### src/rtl/seq_divider_16_bit.sv
// 16-bit unsigned restoring divider: one quotient bit per clock by shift-and-trial-subtract,
// driven by a start/done handshake. A zero divisor short-circuits straight to DONE.
module seq_divider_16_bit (
  input  logic        clk,
  input  logic        rst_n,
  input  logic        start,
  input  logic [15:0] dividend,
  input  logic [15:0] divisor,
  output logic        busy,
  output logic        done,
  output logic [15:0] quotient,
  output logic [15:0] remainder,
  output logic        div_by_zero
);

  typedef enum logic [1:0] {IDLE, RUN, DONE} state_t;

  state_t      state, next_state;
  logic [15:0] q_reg;
  logic [15:0] d_reg;
  logic [16:0] r_reg;
  logic [3:0]  count;

  logic [17:0] trial;
  logic        borrow;
  logic [16:0] next_r;
  logic [15:0] next_q;
  logic        accept;
  logic        zero_div;

  assign accept   = (state == IDLE) && start;
  assign zero_div = (divisor == 16'd0);
  assign busy     = (state == RUN);
  assign done     = (state == DONE);

  // One iteration: {R,Q} << 1, then trial-subtract D from the shifted remainder.
  // The subtract is one bit wider than R so the borrow lands in trial[17].
  always_comb begin
    trial  = {r_reg, q_reg[15]} - {2'b00, d_reg};
    borrow = trial[17];
    next_r = borrow ? {r_reg[15:0], q_reg[15]} : trial[16:0];
    next_q = {q_reg[14:0], ~borrow};
  end

  // NOTE: state registers use non-blocking assignments so every flop samples pre-edge values.
  always_ff @(posedge clk or negedge rst_n) begin
    if (!rst_n) state <= IDLE;
    else        state <= next_state;
  end

  // NOTE: next_state is defaulted first so no path through the case leaves it unassigned (no latch).
  always_comb begin
    next_state = state;
    case (state)
      IDLE:    if (start) next_state = zero_div ? DONE : RUN;
      RUN:     if (count == 4'd15) next_state = DONE;
      DONE:    next_state = IDLE;
      default: next_state = IDLE;
    endcase
  end

  always_ff @(posedge clk or negedge rst_n) begin
    if (!rst_n) begin
      q_reg       <= '0;
      d_reg       <= '0;
      r_reg       <= '0;
      count       <= '0;
      quotient    <= '0;
      remainder   <= '0;
      div_by_zero <= 1'b0;
    end else begin
      if (accept) begin
        if (zero_div) begin
          quotient    <= 16'hFFFF;
          remainder   <= dividend;
          div_by_zero <= 1'b1;
        end else begin
          q_reg <= dividend;
          d_reg <= divisor;
          r_reg <= '0;
          count <= '0;
        end
      end else if (state == RUN) begin
        q_reg <= next_q;
        r_reg <= next_r;
        count <= count + 4'd1;
        // Results are published only on the final iteration, never as partials.
        if (count == 4'd15) begin
          quotient    <= next_q;
          remainder   <= next_r[15:0];
          div_by_zero <= 1'b0;
        end
      end
    end
  end

endmodule

### config.mk
export PLATFORM = sky130hd
export DESIGN_NAME = seq_divider_16_bit
export DESIGN_NICKNAME = d
export VERILOG_FILES = /design/src/rtl/seq_divider_16_bit.sv
export SDC_FILE = /design/constraint.sdc
export NUM_CORES = 1
export LEC_CHECK = 0
export ABC_AREA = 1
export CAP_MARGIN = 20
export CORE_ASPECT_RATIO = 0.6
export CORE_MARGIN = 4
export CORE_UTILIZATION = 45
export DETAILED_ROUTE_END_ITERATION = 10
export PLACE_DENSITY = 0.67
export RECOVER_POWER = 100
export SKIP_LAST_GASP = 1
export SYNTH_ARGS = -nofsm -noshare
export SYNTH_HDL_FRONTEND = slang
export SYNTH_SLANG_ARGS = --single-unit
### constraint.sdc
create_clock -name clk -period 2.6 [get_ports clk]
set_input_delay 0.52 -clock clk [delete_from_list [all_inputs] [get_ports clk]]
set_output_delay 0.52 -clock clk [all_outputs]
set_load 0.005 [all_outputs]
==> results.md, run 1 <==
* Core ar. at 0.01149 mm²
* Syn. warnings at 0
* Met2 Usage GRT at 0.2802
* Status: finished with violations
* Fill cells at between 1000 and 1500
* Clk pwr share at 0.139
* Post-synthesis area per instance at about 7.4 µm²
* Drt drc at 0
* GPL Wtd Cong at ~0.87
* Final nets at around 850
* Min-delay worst type: flop to flop
* Worst Skew at between 0.006 and 0.007 ns
* Gr usage total at 0.2016
* Post-route antenna net violation count at 0
* Worst R2R Start: r_reg[6]
* Max reg flops at 17
* Synth area leaders: dfrtp_1 41%, nand2_1 15%, inv_1 7.5%, o21ai_0 4.5%, nand3_1 4.3%
* Final instance area at ~0.0064 mm²
* Initial antenna violation count at 0
* Cell variety after synth at 40
* GRT Max-Usage Layer: met1
* DR iter-0 viols at 329
* Max Clock Freq at between 400 and 500 MHz
* Worst path top cell family by delay: simple AND/OR/NAND/NOR gates
* Die Ht at between 90 and 100 µm
* Syn Inst Count at between 700 and 800
* Final TNS setup at 0 ns
* Post-CTS Hold Fix Bufs at 0
* Number of cell rows at 30
* Clk Latency, worst-skew pair at around 0.34 ns
* Layout cells sized above 1 at 0.07277
* CTS H-Tree Depth at 3
* Hold Fails Final Rpt at 0
* Worst path cell trace: ha_1 > nand2_4 > inv_2 > a21oi_4 > nand3_1 > nand2_4 > nand3_4 > nand2_4 > nand3_1 > nand3_1 > nand2_1 > inv_1
* Port Buffers at just under 70
* Sw frac at 0.4741
* Bufs on Longest Clock Path at 2
* Clk root buf: clkbuf_16
* Power Internal at between 5000 and 6000 µW
* Die X-Extent at roughly 150 µm
* Crit. Startpoint: r_reg[6]
* Met3 GRT Util at 0.04401
* CTS tree: done
* WP buf/inv at 2
* Footprint of the multi-input gates at about 0.0025 mm²
* Vias per Instance at between 5 and 6
* Hold_ws at about 0.5 ns
* Synth top area share at 0.4106
* M1 GR Usage at 0.3178
* Commonest cells post-synth: 221 x nand2_1, 107 x inv_1, 88 x dfrtp_1
* # IOs at 70
* Die Area at between 0.01 and 0.015 mm²
* FF+latch count, synth at 88
* Vias in the first global route at 4438
* PwrDens at 1480 mW/mm²
* Placed Area at between 0.006 and 0.007 mm²
* Total setup buffers inserted after CTS at 0
* Logic pwr share at 0.609
* Setup crit end kind: flop
* Synthesized area at between 0.005 and 0.006 mm²
* Global-route wire length before repair at about 22 mm
* Reg power frac at 0.252
* Final setup fails at 0
* Crit share post-route at 0.9082
* TritonRoute pass-1 iters at 5
* Top_reg_cell synth: dfrtp_1
* Fin util at 0.5615
* VDD IR max at 0.6794 mV
* Synth-to-layout area growth at 20.28%
* GR Overflow Total at 0
* Rel. slew slack at -0.1083
* Largest net degree at the start of global routing at 53
* Hpwl dp at 10.16 mm
* RSZ-0062 raised after global routing: false
* Period minus WS final at 2.361 ns
* Post-CTS Resized at 0
* Antenna cells at 0
* Syn_nets at roughly 800
* Kind of critical path: flop to flop
* Critical path data arrival time at 2.65 ns
* CTS Buf Count at 9
* HP Start: div_by_zero
* Reg clk slew, reported paths at around 0.07 ns
* Count leader, synth: nand2_1
* Max-cap violations at 1
* Post-synth EDFFs at 0
* Yosys top cell by area: dfrtp_1
* Psw at 4526 µW
* WL/cell at ~14 µm
* Seq/Total Area, Yosys at 0.4106
* Pins Over Slew Limit at 30
* Register Area at roughly 0.0022 mm²
* CTS Sinks at roughly 90
* Worst endpoint required time at 2.88 ns
* Largest stage delay, worst path at about 0.43 ns
* Vias at between 4000 and 5000
* Leak Pwr at between 0.003 and 0.004 µW
* Startpoint Class: flop
* Initial Util at 0.4669
* Maximum fanout along the worst path at 15
* Ys async rst share at 1.000
* Crit path max-delay cell type: dfrtp_1
* Violated checks: max-capacitance violations, max-slew violations
* Pwr Total at ~9500 µW
* Final wirelength at ~13 mm
* Slew @ Worst Pin at 1.662 ns
-- worst reg2reg max path: cells and delay by family (launching register included) --
kind            cells  cell delay [ns]
compound gates      1             0.16
simple gates        8             1.23
buf+inv             2             0.10
flops               1             0.43
fa+ha+maj           1             0.38
-- path summary, 6_finish.rpt --
check	end	slack, ns	cells past startpoint
worst max-delay path	remainder[3]	0.24	12
worst min-delay path	div_by_zero	0.49	2
worst max register to register	remainder[3]	0.24	12
worst min register to register	div_by_zero	0.49	2
max in group asynchronous	r_reg[3]	0.66	2
min in group asynchronous	d_reg[15]	0.60	1
-- through the flow --
stage,setup WS (ns),instances
after floorplan,0.6785,728
after global placement,0.06593,941
after detailed placement,0.003317,941
after CTS,0.2776,957
after global routing,0.05349,957
final,0.2388,957
-- power groups by stage --
stage	sequential, µW	clock, µW	combinational, µW
after global routing	2490	1410	6630
after CTS	2430	1350	5940
after floorplan	2360	0	4350
final	2410	1330	5810
after detailed placement	2450	0	5890
after global placement	2430	0	5800
-- cell families after synthesis --
kind of cell             Yosys count  share of synthesized area
AO/OA/AOI/OAI                     80                    0.08353
flip-flops                        88                     0.4106
XOR/XNOR                           8                    0.01307
buffers and inverters            141                     0.1157
adder cells (fa/ha/maj)           18                    0.04340
AND/OR/NAND/NOR                  393                     0.3336
-- layout make-up --
class | instances | area share
inverters | 113 | 0.06576
repair buffers | 81 | 0.1274
well taps | 160 | 0.03104
clock buffers | 9 | 0.03492
multi-input cells | 499 | 0.3872
flip-flops and latches | 88 | 0.3414
clock inverters | 7 | 0.01222
-- metal layers --
metal | up-vias | share of wire
met1 | 2233 | 0.54
li1 | 2426 | -
met5 | - | 0
met4 | 0 | 0.0075
met3 | 9 | 0.050
met2 | 133 | 0.40
-- cells in the final DEF (no fill, tap or decap), drive strengths merged --
master,Yosys,final
bufinv,0,1
a31oi,17,17
inv,113,115
dlygate4sd3,0,35
xor2,6,6
buf,12,11
clkinv,0,2
or2,16,16
dfrtp,88,88
o31ai,1,1
nor2,59,59
a21o,1,1
nand3b,1,1
nor4,4,4
ha,17,17
o21bai,1,1
nand2,231,231
clkdlybuf4s50,0,33
clkinvlp,0,2
a22o,1,1
nand3,58,58
fa,1,1
clkbuf,16,11
nor3,2,2
nand4,22,22
xnor2,2,2
a21oi,10,10
o21ai,49,49
No activity file was read; power rests on OpenSTA's default activity.
==> inputs of run 2 (changes only) <==
--- a/config.mk
+++ b/config.mk
@@ -10,9 +10,11 @@
 export CORE_ASPECT_RATIO = 0.6
 export CORE_MARGIN = 4
 export CORE_UTILIZATION = 45
+export CTS_CLUSTER_SIZE = 20
 export DETAILED_ROUTE_END_ITERATION = 10
 export PLACE_DENSITY = 0.67
 export RECOVER_POWER = 100
+export SKIP_CTS_REPAIR_TIMING = 1
 export SKIP_LAST_GASP = 1
 export SYNTH_ARGS = -nofsm -noshare
 export SYNTH_HDL_FRONTEND = slang
==> results of run 2 <==
Same layout as run 1: the final DEF is identical, and so are final timing and power.
